==> src/rtl/expr_gen.sv <==
// rtl/expr_gen.sv - serialises a latched BCD operand/operator list as an ASCII expression stream
module expr_gen (
    input  logic        clk,
    input  logic        clr,
    input  logic        start,
    input  logic [3:0]  len,
    input  logic [31:0] digits,
    input  logic [6:0]  ops,
    input  logic        ready,
    output logic [7:0]  out,
    output logic        valid,
    output logic        busy,
    output logic        done,
    output logic        err
);

    localparam logic [1:0] S_IDLE  = 2'd0;
    localparam logic [1:0] S_DIGIT = 2'd1;
    localparam logic [1:0] S_OP    = 2'd2;
    localparam logic [1:0] S_FIN   = 2'd3;

    logic [1:0]  r_state;
    logic [3:0]  r_len;
    logic [31:0] r_digits;
    logic [7:0]  r_ops;
    logic [2:0]  r_k;
    logic [7:0]  r_out;
    logic        r_valid;
    logic        r_busy;
    logic        r_done;
    logic        r_err;

    logic        w_bad_digit;
    logic        w_len_ok;
    logic        w_accept;
    logic        w_xfer;
    logic        w_last;
    logic [2:0]  w_k_next;
    logic [3:0]  w_next_digit;
    logic [7:0]  w_op_char;

    // Only operands inside the requested length are range-checked.
    always_comb begin
        w_bad_digit = 1'b0;
        for (int i = 0; i < 8; i++) begin
            if ((i < int'(len)) && (digits[4*i +: 4] > 4'd9)) begin
                w_bad_digit = 1'b1;
            end
        end
    end

    assign w_len_ok     = (len != 4'd0) && (len <= 4'd8);
    assign w_accept     = w_len_ok && !w_bad_digit;
    assign w_xfer       = r_valid && ready;
    assign w_k_next     = r_k + 3'd1;
    assign w_next_digit = r_digits[{w_k_next, 2'b00} +: 4];
    assign w_op_char    = r_ops[r_k] ? 8'h2A : 8'h2B;
    assign w_last       = ({1'b0, r_k} == (r_len - 4'd1));

    always_ff @(posedge clk) begin
        if (clr) begin
            r_state  <= S_IDLE;
            r_len    <= 4'd0;
            r_digits <= 32'd0;
            r_ops    <= 8'd0;
            r_k      <= 3'd0;
            r_out    <= 8'h00;
            r_valid  <= 1'b0;
            r_busy   <= 1'b0;
            r_done   <= 1'b0;
            r_err    <= 1'b0;
        end else begin
            r_done <= 1'b0;
            r_err  <= 1'b0;
            case (r_state)
                S_IDLE: begin
                    if (start) begin
                        if (w_accept) begin
                            r_len    <= len;
                            r_digits <= digits;
                            r_ops    <= {1'b0, ops};
                            r_k      <= 3'd0;
                            r_out    <= 8'h30 + {4'h0, digits[3:0]};
                            r_valid  <= 1'b1;
                            r_busy   <= 1'b1;
                            r_state  <= S_DIGIT;
                        end else begin
                            r_err <= 1'b1;
                        end
                    end
                end
                S_DIGIT: begin
                    if (w_xfer) begin
                        if (w_last) begin
                            r_valid <= 1'b0;
                            r_busy  <= 1'b0;
                            r_done  <= 1'b1;
                            r_state <= S_FIN;
                        end else begin
                            r_out   <= w_op_char;
                            r_state <= S_OP;
                        end
                    end
                end
                S_OP: begin
                    if (w_xfer) begin
                        r_k     <= w_k_next;
                        r_out   <= 8'h30 + {4'h0, w_next_digit};
                        r_state <= S_DIGIT;
                    end
                end
                S_FIN: begin
                    r_state <= S_IDLE;
                end
                default: begin
                    r_state <= S_IDLE;
                end
            endcase
        end
    end

    assign out   = r_out;
    assign valid = r_valid;
    assign busy  = r_busy;
    assign done  = r_done;
    assign err   = r_err;

endmodule

==> config.mk <==
export PLATFORM = sky130hd
export DESIGN_NAME = expr_gen
export DESIGN_NICKNAME = d
export VERILOG_FILES = /design/src/rtl/expr_gen.sv
export SDC_FILE = /design/constraint.sdc
export NUM_CORES = 1
export LEC_CHECK = 0
export ABC_AREA = 1
export CAP_MARGIN = 25
export CORE_MARGIN = 4
export CORE_UTILIZATION = 30
export CTS_CLUSTER_SIZE = 20
export DETAILED_ROUTE_END_ITERATION = 8
export GPL_TIMING_DRIVEN = 0
export PLACE_DENSITY = 0.52
export SLEW_MARGIN = 0
export SYNTH_ARGS = -nofsm -noshare
export SYNTH_HDL_FRONTEND = slang
export SYNTH_SLANG_ARGS = --single-unit
==> constraint.sdc <==
create_clock -name clk -period 2.9 [get_ports clk]
set_input_delay 0.725 -clock clk [delete_from_list [all_inputs] [get_ports clk]]
set_output_delay 0.725 -clock clk [all_outputs]
set_load 0.01 [all_outputs]
# Word-level counts from Yosys, hierarchy flattened
# Cells that the tools add are included.
totals:
  register_bits: 59
  output_inout_bits: 12
  in_bits: 47
op_classes:
  n_lt_le_gt_ge: 18
  bitwise_logic: 4
  n_mux: 34
  eq_ne: 10
  shift: 1
  reduce_logical: 24
  n_addsub: 4
ops:
  columns: ["cell", "n"]
  rows:
  - ["8-bit 2-to-1 mux", 5]
  - ["4-bit > comparator (second input constant)", 8]
  - ["32-bit by 6-bit variable part select with 4-bit output", 1]
  - ["8-bit one-hot mux with 3 select lines", 1]
  - ["1-bit 2-to-1 mux", 17]
  - ["3-bit by 4-bit < comparator with 1-bit output (first input constant)", 4]
  - ["6-bit by 4-bit adder with 7-bit output (first input constant)", 2]
  - ["2-bit inequality test (second input constant)", 6]
  - ["1-bit logical AND", 11]
  - ["3-bit 2-to-1 mux", 3]
  - ["1-bit by 4-bit < comparator with 1-bit output (first input constant)", 2]
  - ["2-bit by 4-bit < comparator with 1-bit output (first input constant)", 2]
  - ["2-bit 2-to-1 mux", 4]
  - ["2-bit one-hot mux with 4 select lines", 1]
  - ["4-bit AND reduction", 2]
  - ["3-bit one-hot mux with 2 select lines", 1]
  - ["6-bit AND reduction", 1]
  - ["3-bit OR reduction", 2]
  - ["5-bit AND reduction", 1]
  - ["2-bit == test (second input constant)", 2]
  - ["3-bit by 4-bit == test with 1-bit output", 1]
  - ["4-bit less-or-equal comparator (second input constant)", 1]
  - ["3-bit by 4-bit < comparator with 1-bit output (second input constant)", 1]
  - ["1-bit NOT", 4]
  - ["other kinds (11)", 12]

# Longest topological paths before layout
# Gate-level depths: netlist (run 1).
logic_depth:
  depth_word: 15
  depth_mapped: 13
  ltp_nobuf: 13

# Worst setup path before layout (run 1)
# OpenSTA, ideal clock, no wires.
synth_path:
  path_type: "input-to-reg"
  from: "input len[0]"
  to: "register r_len[2]"
  path_buffers: 2
  setup_slack_ns: 0.984
  path_stages: 10
  t_required_ns: 2.768
  setup_ns: 0.132
  t_arrival_ns: 1.784
  cell_sequence: "nor2_2 nand2_2 nand2_1 nand3_2 nor2_4 nand4_1 buf_4 buf_2 nand2_1 a21oi_1"
synth_between:
  elab_chain_len: 13
  word_cells_on_any_way: 30
  classes_between: "9 x order compare; 8 x mux; 13 x reduce/logical"
synth_lines:
  columns: ["item", "line_no", "text"]
  rows:
  - ["from (decl)", "6", "input logic [3:0] len,"]
  - ["1-bit by 4-bit < comparator with 1-bit output", "46", "if ((i < int'(len)) && (digits[4*i +: 4] > 4'd9)) begin"]
  - ["1-bit logical AND", "46", null]
  - ["1-bit 2-to-1 mux (8 in series)", "46", null]
  - ["1-bit logical NOT", "53", "assign w_accept = w_len_ok && !w_bad_digit;"]
  - ["1-bit logical AND (*)", "53", null]
  - ["3-bit AND reduction (no source line) (*)", null, null]
  - ["to (signal assigned)", "79", "r_len <= len;"]
  - ["to (decl)", "23", "logic [3:0] r_len;"]
# Every way passes the cells marked *; elsewhere a longest branch is shown, timed or not.
# A chain may end at the register's enable or synchronous reset.

# Worst setup path in the final report (run 1)
layout_path:
  from: "input len[2]"
  to: "register r_digits[29]"
layout_between:
  elab_chain_len: 13
  word_cells_on_any_way: 30
  classes_between: "9 x order compare; 8 x mux; 13 x reduce/logical"
layout_lines:
  columns: ["item", "line_no", "text"]
  rows:
  - ["1-bit by 4-bit < comparator with 1-bit output", "46", null]
  - ["1-bit logical AND", "46", null]
  - ["1-bit 2-to-1 mux (8 in series)", "46", null]
  - ["1-bit logical NOT", "53", null]
  - ["1-bit logical AND (*)", "53", null]
  - ["3-bit AND reduction (no source line) (*)", null, null]
  - ["to (signal assigned)", "80", "r_digits <= digits;"]
  - ["to (decl)", "24", "logic [31:0] r_digits;"]
# Marked as above.

==> flow_metrics.env, run 1 <==
export IMPL_run_status="complete, no violations"
export IMPL_num_nets_final=616
export IMPL_synth_simple_gate_area_share=0.3579
export IMPL_chipWidth_um=110.8
export IMPL_syn_area_um2=3171
export IMPL_share_of_cells_above_drive_strength_1=0.07597
export IMPL_core_rowCount=37
export IMPL_drt_vias_per_instance=4.577
export IMPL_dp_worst_setup_slack_ns=0.1517
export IMPL_p_leak_nw=1.694
export IMPL_finalCoreUtilization=0.3946
export IMPL_ff_to_ff_start="r_k[1]"
export IMPL_ant_nets=0
export IMPL_worst_supply_voltage_drop_on_vdd_mv=0.2826
export IMPL_hpwl_after_detailed_placement_um=7160
export IMPL_grt_total_usage=0.1561
export IMPL_fin_area_um2=4074
export IMPL_syn2layout_area_growth_pct=28.49
export IMPL_via_count_of_the_first_global_routing_pass=3166
export IMPL_cp_data_required_time_ns=3.10
export IMPL_drv_cap=0
export IMPL_critPathMaxStageDelay_ns=0.56
export IMPL_worst_r2r_cell_count=10
export IMPL_synth_top_family_by_area="simple AND/OR/NAND/NOR gates"
export IMPL_synth_cells=495
export IMPL_multiplexer_share_of_the_synthesized_area=0
export IMPL_layout_worst_path_cycle_share=0.8336
export IMPL_timing_max_slew_rel_slack=0.5953
export IMPL_place_inst=686
export IMPL_synth_top_cells_by_area="dfxtp_1 (36%), nand2_1 (20%), a21oi_1 (9.2%)"
export IMPL_rr_endpoint="out[3]"
export IMPL_tightest_slew_ns=0.6070
export IMPL_finalSetupTns_ns=0
export IMPL_rrSetupSlack_ns=0.69
export IMPL_timing_critical_path_from_type="input port"
export IMPL_start_util=0.3071
export IMPL_setup_crit_path_kind="in -> reg"
export IMPL_fin_hold_ws_ns=0.4641
export IMPL_synth_ff_type="dfxtp_1"
export IMPL_placeableCoreArea_um2=10320
export IMPL_post_cts_resize_count=0
export IMPL_route_final_wire_length_um=9337
export IMPL_post_synthesis_xor_xnor_area_fraction=0.01105
export IMPL_finalMaxSlewViolations=0
export IMPL_yosys_register_bits=57
export IMPL_postLayoutSetupSlackWorst_ns=0.4826
export IMPL_synth_top_cell_by_area="dfxtp_1"
export IMPL_timing_critical_path_to_type="flop"
export IMPL_route_detailed_wl_per_inst_um=13.30
export IMPL_achievable_frequency_mhz=413.7
export IMPL_crit_path_end="r_digits[29]"
export IMPL_total_power_mw=2.783
export IMPL_detail_route_drc_violations=0
export IMPL_die_height_um=110.8
export IMPL_worst_hold_path_type="reg -> reg"
export IMPL_n_antenna_cell=0
export IMPL_die_area_um2=12280
export IMPL_async_reset_ff_frac=0
export IMPL_synth_area_in_compound_gates=0.1215
export IMPL_path_depth=11
export IMPL_crit_chain="clkdlybuf4s50_1, nor2_4, nand2_1, nand3_1, nand3_2, nor2_4, nand4_1, buf_4, buf_2, nand2_1, a21oi_1"
export IMPL_tritoncts_num_buffers=9
export IMPL_synth_top_cells_by_count="nand2_1 (165), a21oi_1 (58), dfxtp_1 (57)"
export IMPL_critical_path_top_delay_family="buffers and inverters"
export IMPL_synth_most_common_cell="nand2_1"
export IMPL_tritoncts="yes"
export IMPL_synth_cell_type_count=31
export IMPL_drt_pass1_iterations=5
export IMPL_globalRouteOverflowTotal=0
export IMPL_setup_violations=0
export IMPL_timing_critical_path_buf_inv=3
export IMPL_via_count=3213
export IMPL_worst_setup_skew_after_layout_ns=0.009686
export IMPL_timing_critical_path_from="len[2]"
export IMPL_drt_iter0_drc=162
export IMPL_post_cts_setup_buffer_count=0
export IMPL_placedInstanceArea_um2=3885
export IMPL_synth_enable_flop_cells=0
export IMPL_max_clock_path_buffers=2
export IMPL_clkSlewWorstSetupHoldPaths_ns=0.06
export IMPL_syn_avg_cell_area_um2=6.405
export IMPL_synth_warnings=0
export IMPL_routability_congestion=0.9217
export IMPL_cts_sinks=57
export IMPL_cts_hold_buf=0
export IMPL_synth_yosys_seq_area_share=0.3599
export IMPL_antenna_found_initial=0
export IMPL_synth_top_area_share=0.3599
export IMPL_rsz_0062_raised_after_global_routing="no"
export IMPL_finalHoldViolCount=0
export IMPL_worstPathMaxFanout=10
export IMPL_crit_arrival_ns=2.62
export IMPL_design_portCount=59
export IMPL_global_route_wire_length_before_repair_um=15680
export IMPL_clkLatencyLatePin_ns=0.33
export IMPL_power_per_standard_cell_area_nw_per_um2=683.2
export IMPL_clock_root_buffer="clkbuf_8"
export IMPL_port_buffers=54
export IMPL_layoutNonFillerInstCount=702
export IMPL_h_tree_depth=3
export IMPL_yosys_area_share_adder=0.03157
export IMPL_crit_slowest_cell="clkdlybuf4s50_1"
export IMPL_grt_max_degree=11
export IMPL_post_route_min_period_ns=2.417
cell families after synthesis:
logic type | count (synthesis)
AO/OA/AOI/OAI | 75
XOR/XNOR | 4
adder cells (fa/ha/maj) | 8
buffers and inverters | 83
flip-flops | 57
other | 1
AND/OR/NAND/NOR | 267
worst reg2reg max path, stage by stage (launching register included):
cell and delay, ns:
dfxtp_1 0.36, ha_1 0.33, clkbuf_1 0.48, o21ai_0 0.17, o21ai_0 0.27, nand2_1 0.08
nand3_1 0.08, o21ai_0 0.12, nand3_1 0.11, nand2_1 0.05, nor2_1 0.09
worst min path at each step:
stage / from / to / cells past startpoint
final: r_digits[3] / r_digits[3] / 2
after global routing: r_digits[0] / r_digits[0] / 2
after CTS: r_digits[3] / r_digits[3] / 2
after detailed placement: r_digits[3] / r_digits[3] / 2
after global placement: r_digits[31] / r_digits[31] / 2
after floorplan: r_digits[31] / r_digits[31] / 2
cell usage in the layout (no fill, tap or decap), types with 2 or more instances in the layout:
cell type and instances:
nor2_2 2, buf_2 8, nand3b_1 2, inv_2 2, nor2_1 48, xnor2_1 2, clkbuf_1 11, o21ai_0 12
nand4_1 6, buf_6 3, inv_1 54, dfxtp_1 57, clkinv_2 2, nand2_1 165, o211ai_1 3, xor2_1 2
ha_1 8, clkbuf_8 10, conb_1 2, nand3_1 34, a21oi_1 58, nor2_4 2, buf_4 7, or2_2 2
clkdlybuf4s50_1 54
state kept, by name (all words and copies together), names as in the netlist:
| signal | count |
|---|---|
| busy | 1 |
| done | 1 |
| err | 1 |
| out | 6 |
| r_digits | 32 |
| r_k | 3 |
| r_len | 4 |
| r_ops | 7 |
| r_state | 2 |
routing by layer:
metal  GRT usage  share of wire  up-vias
li1            -              -     1671
met1      0.2153           0.50     1436
met2      0.2367           0.43       82
met3     0.03002          0.039       24
met4     0.06732          0.030        0
met5           0              0        -
power breakdown:
part           switching (mW)  internal (mW)  total (mW)
Clock                   0.310          0.419       0.729
Combinational           0.713          0.436        1.15
Sequential             0.0549          0.852       0.907
Total                    1.08           1.71        2.78
layout make-up:
| class | count | area [um2] |
|---|---|---|
| Clock buffer | 13 | 148.9 |
| Sequential cell | 57 | 1141 |
| Fill cell | 1135 | 6250 |
| Tap cell | 136 | 170.2 |
| Clock inverter | 3 | 40.04 |
| Inverter | 56 | 210.2 |
| Multi-Input combinational cell | 356 | 1663 |
| Buffer | 27 | 160.2 |
| Timing Repair Buffer | 54 | 540.5 |
No activity file was read; power rests on OpenSTA's default activity.
==> inputs of run 2 (changes only) <==
- PLACE_DENSITY: 0.52 -> 0.54
- clock period: 2.9 -> 2.2 ns (I/O delays scaled with it)
==> flow_metrics.env, run 2 (synthesis results as in run 1) <==
export IMPL_achievable_frequency_mhz=492.7
export IMPL_placeableCoreArea_um2=10320
export IMPL_cts_sinks=57
export IMPL_hold_path_depth=2
export IMPL_hold_path_startpoint="r_digits[27]"
export IMPL_start_util=0.3071
export IMPL_p_leak_nw=1.718
export IMPL_design_portCount=59
export IMPL_grt_total_usage=0.1545
export IMPL_routability_congestion=0.8546
export IMPL_worst_hold_path_type="reg -> reg"
export IMPL_grt_max_degree=13
export IMPL_drt_pass1_iterations=4
export IMPL_finalMaxSlewViolations=0
export IMPL_globalRouteOverflowTotal=0
export IMPL_largest_register="r_digits"
export IMPL_timing_critical_path_to_type="flop"
export IMPL_most_common_layout_cells="nand2_1 (165), a21oi_1 (58), dfxtp_1 (56)"
export IMPL_post_route_min_period_ns=2.030
export IMPL_crit_chain="clkdlybuf4s50_1, or2_0, nand3_1, nand2_1, nor2_2, nand4_1, buf_4, buf_2, nand2_1, a21oi_1"
export IMPL_detail_route_drc_violations=0
export IMPL_hold_path_endpoint="r_digits[27]"
export IMPL_finalCoreUtilization=0.3957
export IMPL_crit_arrival_ns=2.23
export IMPL_timing_critical_path_from_type="input port"
export IMPL_drt_vias_per_instance=4.595
export IMPL_tritoncts="yes"
export IMPL_worstPathMaxFanout=10
export IMPL_power_per_standard_cell_area_nw_per_um2=896.7
export IMPL_drv_cap=0
export IMPL_max_clock_path_buffers=2
export IMPL_num_nets_final=615
export IMPL_clock_root_buffer="clkbuf_8"
export IMPL_cts_hold_buf=0
export IMPL_fin_area_um2=4085
export IMPL_die_area_um2=12280
export IMPL_share_of_cells_above_drive_strength_1=0.08496
export IMPL_hpwl_after_detailed_placement_um=7204
export IMPL_timing_max_slew_rel_slack=0.6267
export IMPL_ff_to_ff_start="r_state[0]"
export IMPL_n_antenna_cell=0
export IMPL_critical_path_top_cell_by_count="nand2_1"
export IMPL_drt_iter0_drc=155
export IMPL_via_count_of_the_first_global_routing_pass=3070
export IMPL_via_count=3221
export IMPL_clkLatencyLatePin_ns=0.34
export IMPL_worst_supply_voltage_drop_on_vdd_mv=0.2803
export IMPL_timing_critical_path_buf_inv=3
export IMPL_cp_data_required_time_ns=2.40
export IMPL_critical_path_top_delay_family="buffers and inverters"
export IMPL_route_detailed_wl_per_inst_um=13.41
export IMPL_rsz_0062_raised_after_global_routing="no"
export IMPL_port_buffers=54
export IMPL_chipWidth_um=110.8
export IMPL_critPathMaxStageDelay_ns=0.42
export IMPL_antenna_found_initial=0
export IMPL_rrSetupSlack_ns=0.24
export IMPL_setup_violations=0
export IMPL_global_route_wire_length_before_repair_um=15390
export IMPL_core_rowCount=37
export IMPL_setup_crit_path_kind="in -> reg"
export IMPL_largest_register_ff_count=32
export IMPL_rr_endpoint="out[1]"
export IMPL_worst_setup_skew_after_layout_ns=0.006699
export IMPL_layout_worst_path_cycle_share=0.9225
export IMPL_worst_r2r_cell_count=11
export IMPL_die_height_um=110.8
export IMPL_mostFrequentLayoutCell="nand2_1"
export IMPL_clkSlewWorstSetupHoldPaths_ns=0.07
export IMPL_crit_slowest_cell="clkdlybuf4s50_1"
export IMPL_syn2layout_area_growth_pct=28.85
export IMPL_fillCellCount=1139
export IMPL_h_tree_depth=3
export IMPL_tritoncts_num_buffers=9
export IMPL_ant_nets=0
export IMPL_finalHoldViolCount=0
export IMPL_placedInstanceArea_um2=3885
export IMPL_route_final_wire_length_um=9401
export IMPL_tightest_slew_ns=0.5600
export IMPL_run_status="complete, no violations"
-- run 2: stage by stage --
stage               total power [mW]  worst slack [ns]  cells  hold WS, ns  TNS (ns)
floorplan                      2.174            0.4589    496       0.4405         0
global placement               2.716           -0.3425    686       0.4514    -14.67
detailed placement             2.729           -0.3739    686       0.4538    -15.83
CTS                            3.689           0.04379    701       0.4639         0
global route                   3.922         0.0009039    701       0.4838         0
finish                         3.663            0.1705    701       0.4647         0
-- run 2: final cells by class --
| cell class | count | area [um2] | area share |
|---|---|---|---|
| buffer | 26 | 158.9 | 0.03890 |
| clock buffer | 14 | 182.7 | 0.04472 |
| clock inverter | 2 | 10.01 | 0.002450 |
| inverter | 56 | 210.2 | 0.05145 |
| multi-input combinational | 356 | 1668 | 0.4083 |
| sequential | 57 | 1142 | 0.2796 |
| tap | 136 | 170.2 | 0.04165 |
| timing repair buffer | 54 | 543.0 | 0.1329 |
-- run 2: how the worst max path moves through the flow --
stage	from	slack (ns)	endpoint	cells after the start
after global placement	len[3]	-0.34	r_ops[4]	11
final	digits[18]	0.17	r_ops[5]	10
after CTS	len[1]	0.04	r_ops[5]	11
after floorplan	len[0]	0.46	r_len[2]	10
after detailed placement	len[3]	-0.37	r_ops[5]	11
after global routing	digits[31]	0.0009	r_digits[3]	13
-- run 2: per-layer routing --
metal / global-route usage / vias to the layer above / wire length (um)
li1: - / 1675 / -
met1: 0.2013 / 1469 / 4417
met2: 0.2492 / 67 / 4398
met3: 0.03876 / 10 / 446
met4: 0.05172 / 0 / 138
met5: 0 / - / 0
-- run 2: where the power goes --
group | switching (mW) | internal (mW)
Sequential | 0.0703 | 1.12
Clock | 0.423 | 0.529
Combinational | 0.934 | 0.584
-- run 2: repair_timing --
item | in CTS | in global routing
setup buffers | 0 | 0
endpoints found under the setup margin | 11 | 42
resized for setup | 2 | 6
pin swaps | 0 | 2
-- run 2: worst min-delay path, delay by kind of cell (launching register included) --
family          cells  cell delay, ns
compound gates      1            0.05
flops               1            0.31
simple gates        1            0.06
